## src/rtl/ddu_run_ctrl.sv

```systemverilog
// Debug run controller: single-clock CPU enable sequencing (run / cycle step /
// instruction step / PC breakpoint), button debounce and debug read-address control.
module ddu_run_ctrl #(
    parameter int unsigned DEB_CYCLES   = 10,
    parameter int unsigned REPEAT_DELAY = 250,
    parameter int unsigned REPEAT_RATE  = 50,
    parameter logic [3:0]  FETCH_STATE  = 4'd0
) (
    input  logic        clk_500,
    input  logic        rst_n,
    input  logic        cont,
    input  logic        step,
    input  logic        instr_mode,
    input  logic        inc,
    input  logic        dec,
    input  logic        bp_en,
    input  logic [31:0] bp_addr,
    input  logic [31:0] pc_addr,
    input  logic [3:0]  state,
    output logic        cpu_en,
    output logic [7:0]  ddu_raddr,
    output logic        halted,
    output logic        bp_hit
);

    localparam logic [1:0] HALT     = 2'd0;
    localparam logic [1:0] RUN      = 2'd1;
    localparam logic [1:0] STEP_CYC = 2'd2;
    localparam logic [1:0] STEP_INS = 2'd3;

    localparam int unsigned DEB_W   = $clog2(DEB_CYCLES + 1) + 1;
    localparam int unsigned REP_MAX = (REPEAT_DELAY > REPEAT_RATE) ? REPEAT_DELAY : REPEAT_RATE;
    localparam int unsigned REP_W   = $clog2(REP_MAX + 1) + 1;

    // Synchronizer bit order: {instr_mode, dec, inc, step, cont}
    logic [4:0] sync_a;
    logic [4:0] sync_b;

    always_ff @(posedge clk_500 or negedge rst_n) begin
        if (!rst_n) begin
            sync_a <= '0;
            sync_b <= '0;
        end else begin
            sync_a <= {instr_mode, dec, inc, step, cont};
            sync_b <= sync_a;
        end
    end

    logic       s_cont;
    logic       s_mode;
    logic [2:0] deb_in;

    assign s_cont = sync_b[0];
    assign s_mode = sync_b[4];
    assign deb_in = sync_b[3:1];

    // Debounce bit order: {dec, inc, step}
    logic [2:0]       deb;
    logic [2:0]       deb_d;
    logic [DEB_W-1:0] deb_cnt [3];

    always_ff @(posedge clk_500 or negedge rst_n) begin
        if (!rst_n) begin
            deb   <= '0;
            deb_d <= '0;
            for (int unsigned i = 0; i < 3; i++) begin
                deb_cnt[i] <= '0;
            end
        end else begin
            deb_d <= deb;
            for (int unsigned i = 0; i < 3; i++) begin
                if (deb_in[i] != deb[i]) begin
                    if (deb_cnt[i] == DEB_W'(DEB_CYCLES - 1)) begin
                        deb[i]     <= deb_in[i];
                        deb_cnt[i] <= '0;
                    end else begin
                        deb_cnt[i] <= deb_cnt[i] + 1'b1;
                    end
                end else begin
                    deb_cnt[i] <= '0;
                end
            end
        end
    end

    logic step_rise;
    logic inc_deb;
    logic dec_deb;
    logic inc_rise;
    logic dec_rise;

    assign step_rise = deb[0] & ~deb_d[0];
    assign inc_deb   = deb[1];
    assign dec_deb   = deb[2];
    assign inc_rise  = deb[1] & ~deb_d[1];
    assign dec_rise  = deb[2] & ~deb_d[2];

    // The cont edge detector is only trusted once both it and the synchronizer
    // hold real samples, so a switch left on through reset does not start a run.
    logic [1:0] prime_cnt;
    logic       cont_d;
    logic       cont_rise;

    always_ff @(posedge clk_500 or negedge rst_n) begin
        if (!rst_n) begin
            prime_cnt <= '0;
            cont_d    <= 1'b0;
        end else begin
            cont_d <= s_cont;
            if (prime_cnt != 2'd3) begin
                prime_cnt <= prime_cnt + 2'd1;
            end
        end
    end

    assign cont_rise = (prime_cnt == 2'd3) & s_cont & ~cont_d;

    logic [1:0] fsm;
    logic [1:0] fsm_nx;
    logic       bp_armed;
    logic       at_fetch;
    logic       bp_cond;
    logic       ins_done;
    logic       hit;

    assign at_fetch = (state == FETCH_STATE);
    assign bp_cond  = bp_en & bp_armed & (pc_addr == bp_addr) & at_fetch;
    assign ins_done = (fsm == STEP_INS) & bp_armed & at_fetch;

    always_comb begin
        fsm_nx = fsm;
        hit    = 1'b0;
        case (fsm)
            HALT: begin
                if (cont_rise) begin
                    fsm_nx = RUN;
                end else if (step_rise) begin
                    fsm_nx = s_mode ? STEP_INS : STEP_CYC;
                end
            end
            RUN: begin
                if (bp_cond) begin
                    fsm_nx = HALT;
                    hit    = 1'b1;
                end else if (!s_cont) begin
                    fsm_nx = HALT;
                end
            end
            STEP_CYC: fsm_nx = HALT;
            STEP_INS: begin
                if (bp_cond) begin
                    fsm_nx = HALT;
                    hit    = 1'b1;
                end else if (cont_rise) begin
                    fsm_nx = RUN;
                end else if (ins_done) begin
                    fsm_nx = HALT;
                end
            end
            default: fsm_nx = HALT;
        endcase
    end

    // The enable is decoded from the registered FSM and masked by the CPU's own
    // registered state/PC, so the CPU stops exactly on the fetch being checked.
    always_comb begin
        cpu_en = 1'b0;
        case (fsm)
            RUN:      cpu_en = ~bp_cond;
            STEP_CYC: cpu_en = 1'b1;
            STEP_INS: cpu_en = ~bp_cond & ~ins_done;
            default:  cpu_en = 1'b0;
        endcase
    end

    always_ff @(posedge clk_500 or negedge rst_n) begin
        if (!rst_n) begin
            fsm      <= HALT;
            bp_hit   <= 1'b0;
            bp_armed <= 1'b0;
        end else begin
            fsm <= fsm_nx;
            if ((fsm == HALT) && (fsm_nx != HALT)) begin
                bp_hit   <= 1'b0;
                bp_armed <= 1'b0;
            end else if (hit) begin
                bp_hit   <= 1'b1;
                bp_armed <= 1'b0;
            end else if (cpu_en) begin
                bp_armed <= 1'b1;
            end
        end
    end

    assign halted = (fsm == HALT);

    logic [REP_W-1:0] rep_cnt;
    logic             repeating;
    logic [7:0]       addr_step;

    assign addr_step = inc_deb ? (ddu_raddr + 8'd1) : (ddu_raddr - 8'd1);

    // Repeat timing: REPEAT_DELAY cycles of silence after the press, then one
    // step at the end of every REPEAT_RATE window.
    always_ff @(posedge clk_500 or negedge rst_n) begin
        if (!rst_n) begin
            ddu_raddr <= '0;
            rep_cnt   <= '0;
            repeating <= 1'b0;
        end else if (inc_deb == dec_deb) begin
            rep_cnt   <= '0;
            repeating <= 1'b0;
        end else if (inc_rise || dec_rise) begin
            ddu_raddr <= addr_step;
            rep_cnt   <= '0;
            repeating <= 1'b0;
        end else if (!repeating) begin
            if (rep_cnt == REP_W'(REPEAT_DELAY - 1)) begin
                repeating <= 1'b1;
                rep_cnt   <= '0;
            end else begin
                rep_cnt <= rep_cnt + 1'b1;
            end
        end else if (rep_cnt == REP_W'(REPEAT_RATE - 1)) begin
            ddu_raddr <= addr_step;
            rep_cnt   <= '0;
        end else begin
            rep_cnt <= rep_cnt + 1'b1;
        end
    end

endmodule

```

## config.mk

```make
export PLATFORM = sky130hd
export DESIGN_NAME = ddu_run_ctrl
export DESIGN_NICKNAME = d
export VERILOG_FILES = /design/src/rtl/ddu_run_ctrl.sv
export SDC_FILE = /design/constraint.sdc
export NUM_CORES = 1
export LEC_CHECK = 0
export ABC_CLOCK_PERIOD_IN_PS = 2250
export CAP_MARGIN = 20
export CORE_MARGIN = 2
export CORE_UTILIZATION = 45
export DETAILED_ROUTE_END_ITERATION = 10
export PLACE_DENSITY = 0.77
export REMOVE_ABC_BUFFERS = 1
export SYNTH_ARGS = -nofsm -noshare
export SYNTH_HDL_FRONTEND = slang
export SYNTH_SLANG_ARGS = --single-unit
```

## constraint.sdc

```tcl
create_clock -name clk_500 -period 2.25 [get_ports clk_500]
set_input_delay 0.45 -clock clk_500 [delete_from_list [all_inputs] [get_ports clk_500]]
set_output_delay 0.45 -clock clk_500 [all_outputs]
set_load 0.01 [all_outputs]
```

=== Word-level counts from Yosys, hierarchy flattened ===
Index checks and enable logic that the tools add are counted.

* Flip-flop bits (word level): 56
* Input port bits: 76
* Output and inout port bits: 11
* Logic and storage cells: 107

* Add/sub/neg operators: 7
* Eq/ne operators: 15
* Mux-type cells: 36
* Bitwise logic cells: 18
* Reductions and logical operators: 14

{| class="wikitable"
|+ Operators by type and width
! cell !! number
|-
| $mux W9 || 5
|-
| $eq A32 B32 Y1 || 1
|-
| $mux W8 || 4
|-
| $mux W5 || 6
|-
| $add A5 B1 Y5 const B || 3
|-
| $eq A5 B4 Y1 const B || 3
|-
| $mux W2 || 7
|-
| $mux W1 || 12
|-
| $and A1 B1 Y1 || 11
|-
| $add A9 B1 Y9 const B || 1
|-
| $eq A9 B6 Y1 const B || 1
|-
| $eq A9 B8 Y1 const B || 1
|-
| $add A8 B1 Y8 const B || 1
|-
| $pmux W2 S4 || 1
|-
| $reduce_bool A2 Y1 || 4
|-
| $sub A8 B1 Y8 const B || 1
|-
| $not A1 Y1 || 7
|-
| $eq A2 B2 Y1 const B || 3
|-
| $reduce_and A2 Y1 || 3
|-
| $logic_not A4 Y1 || 1
|-
| $ne A1 B1 Y1 || 3
|-
| $pmux W1 S3 || 1
|-
| $reduce_and A3 Y1 || 1
|-
| $reduce_bool A3 Y1 || 1
|-
| other kinds (8) || 8
|}

=== Depth between registers and ports, before layout ===
Gate-level depths: netlist (run 1).

* Depth after elaboration: 10
* Depth in mapped cells: 7
* Gate-level depth less buffers: 7

=== Worst setup path after synthesis (run 1) ===
Ideal clock, no wire load.

* Path kind: in2out
* Start point: in state[1]
* End point: out cpu_en
* Data arrival time: 1379 ps
* Data required time: 1800 ps
* Slack: 421 ps
* Stages: 5
* Buffers on the path: 0
* Cell sequence: nor4_1 nand2_1 nor3_1 nand4_1 o211a_1

* Longest elaborated chain between the ends: 5
* Elaborated cells on any way between the ends: 7
* Those cells by class: mux: 1; bitwise: 5; reduce/logical: 1

{| class="wikitable"
|+ Ends and longest elaborated chain
! what !! RTL line !! RTL
|-
| from (decl) || 19 || <nowiki>input logic [3:0] state,</nowiki>
|-
| $logic_not A4 Y1 * || 126 || <nowiki>assign at_fetch = (state == FETCH_STATE);</nowiki>
|-
| $and A1 B1 Y1 (on tied branches) || 127, 128 ||
|-
| $not A1 Y1 (on tied branches) || 169, 171 ||
|-
| $and A1 B1 Y1 || 171 || <nowiki>STEP_INS: cpu_en = ~bp_cond & ~ins_done;</nowiki>
|-
| $pmux W1 S3 * || 168 || <nowiki>case (fsm)</nowiki>
|-
| to (decl) || 20 || <nowiki>output logic cpu_en,</nowiki>
|}

Mark *: on every way between the ends. The rest lies on a longest branch, timed or not.

=== Worst setup path in the final report (run 1) ===
* Start point: in bp_addr[26]
* End point: out cpu_en

* Longest elaborated chain between the ends: 6

{| class="wikitable"
|+ Ends and longest elaborated chain
! what !! RTL line !! RTL
|-
| from (decl) || 17 || <nowiki>input logic [31:0] bp_addr,</nowiki>
|-
| $eq A32 B32 Y1 * || 127 || <nowiki>assign bp_cond = bp_en & bp_armed & (pc_addr == bp_addr) & at_fetch;</nowiki>
|-
| $and A1 B1 Y1 * (2 in a row) || 127 ||
|-
| $not A1 Y1 * || 169, 171 ||
|-
| $and A1 B1 Y1 || 171 ||
|-
| $pmux W1 S3 * || 168 ||
|}

Marks and branches as above.

==> metrics.txt, run 1 <==
worst clock skew=between 0.004 and 0.005 ns; number of instances in the placed design=429; io pins=87; average vias per placed instance=5.032; most used standard cells in the synthesized netlist=56 x sky130_fd_sc_hd__dfrtp_1, 45 x sky130_fd_sc_hd__xnor2_1, 31 x sky130_fd_sc_hd__nor2_1, 15 x sky130_fd_sc_hd__ha_1, 15 x sky130_fd_sc_hd__nand3_1; TritonCTS buffer count=5; Starting DRT DRC Count=72; detailed placer's ending HPWL=just under 5000 um; total count of hold-check failures in the final report=0; time the final worst path needs with I/O delays and setup=2.189 ns; Pleak=2.049 nW; Setup violations, final=0; most common flop cell mapped by yosys=sky130_fd_sc_hd__dfrtp_1; switching power total=0.8967 mW; Yosys Warn Count=0; proportion of total power due to net switching=0.3118; post-synth top area share=0.4768; antenna violations before repair=0; internal power=1.979 mW; count of clock tree sinks=between 50 and 60; Post-route DRC=0; via count=about 2200; highest routing layer actually used=met4; clock slew at the register clock pins of the worst setup and hold paths=roughly 0.1 ns; signal arrival time at the worst endpoint=1.74 ns; number of iterations in the first detailed-routing pass=4; cell area after technology mapping=~3000 um2; Setup Slack @ Placement=-0.6651 ns; library cells used by synthesis=40; TritonCTS clock tree=yes; slowest cell delay on critical path=approximately 0.31 ns; vias in the first global route=2289; wire length on met1=2539 um; max capacitance violation total=0; cell area power density=705.7 nW/um2; crit path setup slack, layout=0.06110 ns; final net count=roughly 460; wire length on met2=3489 um; maximum number of pins on one net before global-route repair=37; Non-Filler Instances=roughly 440; WP buf/inv=3; count of buffers inserted at the top-level ports=86; Peak supply drop=0.7261 mV; wire length of the first global-routing pass=10440 um; kind of capture point of the worst setup path=output pin; worst min-delay path class=in2async; standard cell with the maximum stage delay on the critical path=sky130_fd_sc_hd__nor4_2; starting density of the core=0.4629; x dimension of the die=84.82 um; critical path class=in2out; relative area change from synthesis to final layout=38.65%; final hold slack=about 0.098 ns; aggregate negative setup slack=0 ns; worst endpoint required time=1.80 ns; outcome=complete, no violations; count of final max-slew check failures=0; total routed wirelength=6243 um; EDFF count, synth=0; FFs w/ async S/R, synth=1.000; most frequent cell after synthesis=sky130_fd_sc_hd__dfrtp_1; remaining global-route overflow=0; full die area=7194 um2; relative contribution of sequential cells to total power=0.434; Final Cell Area=4075 um2; routed length on met3=117 um; cells traversed along the worst timing path=buf_6 > xnor2_2 > nand4_1 > nor4_2 > buf_4 > nand4_1 > o211a_1 > buf_6; Global Route Usage Sum=0.1797; clock share of power=0.190; fill cell total of the finished layout=between 500 and 600; placed standard-cell area=3929 um2; unrepaired setup endpoints after global routing=yes; Synth area leaders=sky130_fd_sc_hd__dfrtp_1 48%, sky130_fd_sc_hd__xnor2_1 13%, sky130_fd_sc_hd__ha_1 6.4%; headroom to the max-slew limit=0.6654; final worst-path cycle share=0.9728; standard cell core area=6350 um2; final design utilization=0.6418; Mapped Avg Cell Area=between 10 and 15 um2; number of synthesized register bits=56; biggest area consumer among synthesized cells=sky130_fd_sc_hd__dfrtp_1; Chip Height=84.82 um; clk buf depth=2; CTS H-tree depth=2; combinational share of power=0.376; Peak Freq=around 0.46 GHz; cell count after synthesis=263; clock latency reported for the late side of the worst-skew pair=about 0.3 ns; sort of element at the start of the critical path=input port; antenna viol nets, final=0; Max Fanout on Critical Path=2; Clock Root Buffer=sky130_fd_sc_hd__clkbuf_8; GPL Wtd Cong=0.7888; sequential fraction of the synthesis area=0.4768; total power consumption of the routed design=2.876 mW; share of layout cells above drive strength 1=0.2027; drt wl/cell=14.12 um; count of inserted antenna diode cells=0; slew at the pin closest to its max-slew limit=around 0.5 ns; dominant delay contributor by cell family on the critical path=simple AND/OR/NAND/NOR gates; FP Rows=29
[metal layers]
metal  up-vias  track usage
li1       1098            -
met1      1086       0.2144
met2        29       0.3286
met3        11      0.03113
met4         0      0.05772
met5         -            0
[path summary, 6_finish.rpt]
path / start / end / slack (ns) / depth (start not counted)
max reg2reg: deb[1]$_DFFE_PN0P_ / ddu_raddr[7]$_DFFE_PN0P_ / 0.24 / 7
max in group asynchronous: rst_n / deb_cnt[8]$_DFF_PN0_ / 1.60 / 2
max: bp_addr[26] / cpu_en / 0.06 / 8
min in group clk_500: sync_a[2]$_DFF_PN0_ / sync_b[2]$_DFF_PN0_ / 0.36 / 0
min reg2reg: sync_a[2]$_DFF_PN0_ / sync_b[2]$_DFF_PN0_ / 0.36 / 0
min: rst_n / rep_cnt[3]$_DFF_PN0_ / 0.1 / 1
[sequential cells by signal (all words and copies together), names as in the netlist]
| signal | count |
|---|---|
| ddu_raddr | 8 |
| deb_d | 3 |
| bp_hit | 1 |
| deb_cnt | 15 |
| sync_a | 5 |
| repeating | 1 |
| prime_cnt | 2 |
| rep_cnt | 9 |
| sync_b | 5 |
| fsm | 2 |
| deb | 3 |
| bp_armed | 1 |
| cont_d | 1 |
[cell type report]
type / count / area (um2) / area share
clock inverter: 3 / 22.52 / 0.005527
tap: 77 / 96.34 / 0.02364
timing repair buffer: 95 / 893.4 / 0.2192
inverter: 7 / 26.28 / 0.006448
sequential: 56 / 1401 / 0.3439
clock buffer: 5 / 68.82 / 0.01689
multi-input combinational: 199 / 1567 / 0.3844
[power groups by stage]
stage                     clock network [mW]  logic (mW)  registers, mW
final                                  0.547        1.08           1.25
after global routing                   0.617        1.20           1.27
after CTS                              0.566        1.09           1.25
after detailed placement                   0        1.11           1.27
after global placement                     0        1.07           1.26
after floorplan                            0       0.668           1.28
[cells in the final DEF, fill, tap and decap left out, types with 2 or more instances in the layout]
cell and instances:
sky130_fd_sc_hd__inv_1 6, sky130_fd_sc_hd__a21o_1 2, sky130_fd_sc_hd__nand4bb_1 3, sky130_fd_sc_hd__clkbuf_2 23, sky130_fd_sc_hd__ha_1 15, sky130_fd_sc_hd__buf_6 5, sky130_fd_sc_hd__clkdlybuf4s50_1 15, sky130_fd_sc_hd__clkbuf_8 5
sky130_fd_sc_hd__nor2b_1 2, sky130_fd_sc_hd__dfrtp_1 56, sky130_fd_sc_hd__clkdlybuf4s15_1 5, sky130_fd_sc_hd__nand3_1 15, sky130_fd_sc_hd__xor2_1 14, sky130_fd_sc_hd__buf_4 8, sky130_fd_sc_hd__mux2_4 6, sky130_fd_sc_hd__mux2_2 4
sky130_fd_sc_hd__a21oi_1 8, sky130_fd_sc_hd__nor4_2 2, sky130_fd_sc_hd__nand4_1 8, sky130_fd_sc_hd__xnor2_2 5, sky130_fd_sc_hd__nand2_1 13, sky130_fd_sc_hd__xnor2_1 40, sky130_fd_sc_hd__a21boi_2 2, sky130_fd_sc_hd__dlymetal6s2s_1 30
sky130_fd_sc_hd__nor3_2 2, sky130_fd_sc_hd__nor2_1 31, sky130_fd_sc_hd__o21ai_0 6, sky130_fd_sc_hd__dlygate4sd2_1 7
[timing repair]
| action | 4_1_cts | 5_1_grt |
|---|---|---|
| endpoints found under the setup margin | 1 | 5 |
| gates resized for setup | 56 | 92 |
| hold buffers | 0 | 0 |
| pin swaps | 31 | 41 |
| buffers inserted | 5 | 0 |
[logic make-up (layout without fill, tap and decap cells)]
kind of cell | after synthesis | count (layout) | synth area share
adder cells (fa/ha/maj) | 16 | 16 | 0.07067
AND/OR/NAND/NOR | 87 | 87 | 0.1588
AO/OA/AOI/OAI | 26 | 26 | 0.05790
buffers and inverters | 8 | 110 | 0.01064
multiplexers | 11 | 11 | 0.04938
XOR/XNOR | 59 | 59 | 0.1758
flip-flops | 56 | 56 | 0.4768
(Power assumes the default switching activity.)
==> run 2: changes to the inputs <==
- REMOVE_ABC_BUFFERS: 1 -> not set
==> run 2 against run 1 <==
Effect of this change:
- register-to-register slack got worse by 0.03 ns
- total power increased by 4.7%
- die area unchanged
- non-clock buffer count increased by 3
- cell count increased by 0.68%
- routed wire length increased by 3.6%
- critical path type unchanged
==> metrics.txt, run 2 (same netlist as run 1, synthesis figures left out) <==
outcome=complete, no violations; commonest cells after routing, fill and taps aside=56 x sky130_fd_sc_hd__dfrtp_1, 42 x sky130_fd_sc_hd__xnor2_1, 31 x sky130_fd_sc_hd__nor2_1, 25 x sky130_fd_sc_hd__dlymetal6s2s_1, 20 x sky130_fd_sc_hd__clkdlybuf4s50_1; FP Rows=29 (unchanged); vias in the first global route=2300 (+0.48%); final design utilization=0.6461 (+0.004335); maximum number of pins on one net before global-route repair=22 (-41%); worst min-delay path class=in2async; total of hold buffers inserted after clock tree synthesis=0 (unchanged); worst clock skew=0.003602 ns (-0.0007337 ns); placed standard-cell area=3924 um2 (-0.13%); slew at the pin closest to its max-slew limit=0.4209 ns (-0.08100 ns); Max Fanout on Critical Path=2 (unchanged); sort of element at the start of the critical path=input port; Global Route Usage Sum=0.1896 (+0.009942); largest registers ranked by flip-flop count=deb_cnt: 15 flops, rep_cnt: 9 flops, ddu_raddr: 8 flops; wire length of the first global-routing pass=10830 um (+3.7%); signal arrival time at the worst endpoint=1.77 ns (+0.03 ns); remaining global-route overflow=0 (unchanged); wire length on met2=3587 um (+2.8%); clock slew at the register clock pins of the worst setup and hold paths=0.10 ns (about the same); Peak Freq=0.4495 GHz (-1.6%); syn nets=between 300 and 400; internal power=2.092 mW (+5.7%); most common cell after layout, fill and taps aside=sky130_fd_sc_hd__dfrtp_1; FF+latch area=1401 um2 (unchanged); standard cell core area=6350 um2 (unchanged); total count of hold-check failures in the final report=0 (unchanged); time the final worst path needs with I/O delays and setup=2.225 ns (+0.03569 ns); max capacitance violation total=0 (unchanged); flip-flop count of the largest register after layout=15 (unchanged); headroom to the max-slew limit=0.7194 (+0.05400); multi-input logic area=1555 um2 (-0.72%); drt wl/cell=14.53 um (+2.9%); starting density of the core=0.4629 (unchanged); relative area change from synthesis to final layout=39.59%; count of clock tree sinks=56 (unchanged); CTS H-tree depth=2 (unchanged); Chip Height=84.82 um (unchanged); Clock Root Buffer=sky130_fd_sc_hd__clkbuf_8; clock share of power=0.220 (+0.030); final net count=459 (+0.66%); total routed wirelength=6468 um (+3.6%); highest routing layer actually used=met4; io pins=87 (unchanged); Starting DRT DRC Count=117 (+63%); clock latency reported for the late side of the worst-skew pair=0.31 ns (about the same); Pleak=2.013 nW (-1.8%); antenna viol nets, final=0 (unchanged); cell area power density=733.6 nW/um2 (+4.0%); switching power total=0.9177 mW (+2.3%); number of iterations in the first detailed-routing pass=4 (unchanged); largest register by flop count=deb_cnt; final worst-path cycle share=0.9887 (+0.01586); wire length on met1=2651 um (+4.4%); kind of capture point of the worst setup path=output pin; Peak supply drop=0.6678 mV (-8.0%); unrepaired setup endpoints after global routing=yes; full die area=7194 um2 (unchanged); Setup violations, final=0 (unchanged); worst endpoint required time=1.80 ns (about the same); clk buf depth=2 (unchanged); proportion of total power due to net switching=0.3049 (-0.006891); detailed placer's ending HPWL=4957 um (+3.0%); count of inserted antenna diode cells=0 (unchanged); x dimension of the die=84.82 um (unchanged); combinational share of power=0.365 (-0.011); via count=2228 (+0.18%); GPL Wtd Cong=0.8707 (+10%); count of buffers inserted at the top-level ports=86 (unchanged); TritonCTS clock tree=yes; Final Cell Area=4103 um2 (+0.68%); routed length on met3=158 um (+35%); share of layout cells above drive strength 1=0.1739 (-0.02883); fill cell total of the finished layout=501 (-2.5%); relative contribution of sequential cells to total power=0.415 (-0.019); average vias per placed instance=5.007 (-0.50%); Post-route DRC=0 (unchanged); antenna violations before repair=0 (unchanged); TritonCTS buffer count=5 (unchanged); count of final max-slew check failures=0 (unchanged); critical path class=in2out
## run 2: area by class of cell
cell class                 count  area share
clock inverter                 2    0.009454
timing repair buffer          98      0.2223
clock buffer                   6     0.01769
tap                           77     0.02348
inverter                       7    0.006404
sequential                    56      0.3416
multi-input combinational    199      0.3791
## run 2: metal layers
layer,GRT usage,up-vias
met5,0,-
met4,0.03463,0
met3,0.03891,7
met2,0.3558,38
met1,0.2260,1081
li1,-,1102
## run 2: critical path, cell delays in order
cell                              delay, ns
sky130_fd_sc_hd__clkdlybuf4s50_1       0.47
sky130_fd_sc_hd__xnor2_1               0.12
sky130_fd_sc_hd__nand4_1               0.13
sky130_fd_sc_hd__nor3_2                0.17
sky130_fd_sc_hd__nand4_1               0.15
sky130_fd_sc_hd__o211a_1               0.16
sky130_fd_sc_hd__buf_6                 0.12
## run 2: through the flow
step | setup slack, ns | setup TNS (ns) | power [mW] | instances | hold slack, ns
after global routing | -0.03069 | -0.04328 | 3.215 | 445 | 0.07160
after global placement | -0.5569 | -0.5569 | 2.338 | 430 | 0.3316
after CTS | 0.002925 | 0 | 3.035 | 444 | 0.06471
after detailed placement | -0.5860 | -0.5860 | 2.392 | 430 | 0.3363
final | 0.02542 | 0 | 3.010 | 445 | 0.06048
after floorplan | 0.4210 | 0 | 1.944 | 263 | 0.1544
## run 2: what timing repair did
item / 4_1_cts / 5_1_grt
setup buffers: 6 / 1
gates resized for setup: 51 / 69
pin swaps: 29 / 40
endpoints found under the setup margin: 1 / 6
## run 2: power groups by stage
| stage | Combinational, mW | Sequential, mW | Clock, mW |
|---|---|---|---|
| 6_report | 1.10 | 1.25 | 0.661 |
| 3_3_place_gp | 1.08 | 1.26 | 0 |
| 4_1_cts | 1.11 | 1.25 | 0.676 |
| 5_1_grt | 1.22 | 1.28 | 0.722 |
| 2_1_floorplan | 0.668 | 1.28 | 0 |
| 3_5_place_dp | 1.12 | 1.27 | 0 |
## run 2: worst paths after layout
path	startpoint	depth (start not counted)	slack (ns)	to
setup / recovery	bp_addr[8]	7	0.03	cpu_en
hold / removal	rst_n	1	0.06	rep_cnt[2]$_DFF_PN0_
min in group clk_500	sync_a[2]$_DFF_PN0_	0	0.36	sync_b[2]$_DFF_PN0_
setup reg to reg	deb[1]$_DFFE_PN0P_	7	0.21	ddu_raddr[6]$_DFFE_PN0P_
hold reg to reg	sync_a[2]$_DFF_PN0_	0	0.36	sync_b[2]$_DFF_PN0_
max in group asynchronous	rst_n	2	1.58	rep_cnt[0]$_DFF_PN0_
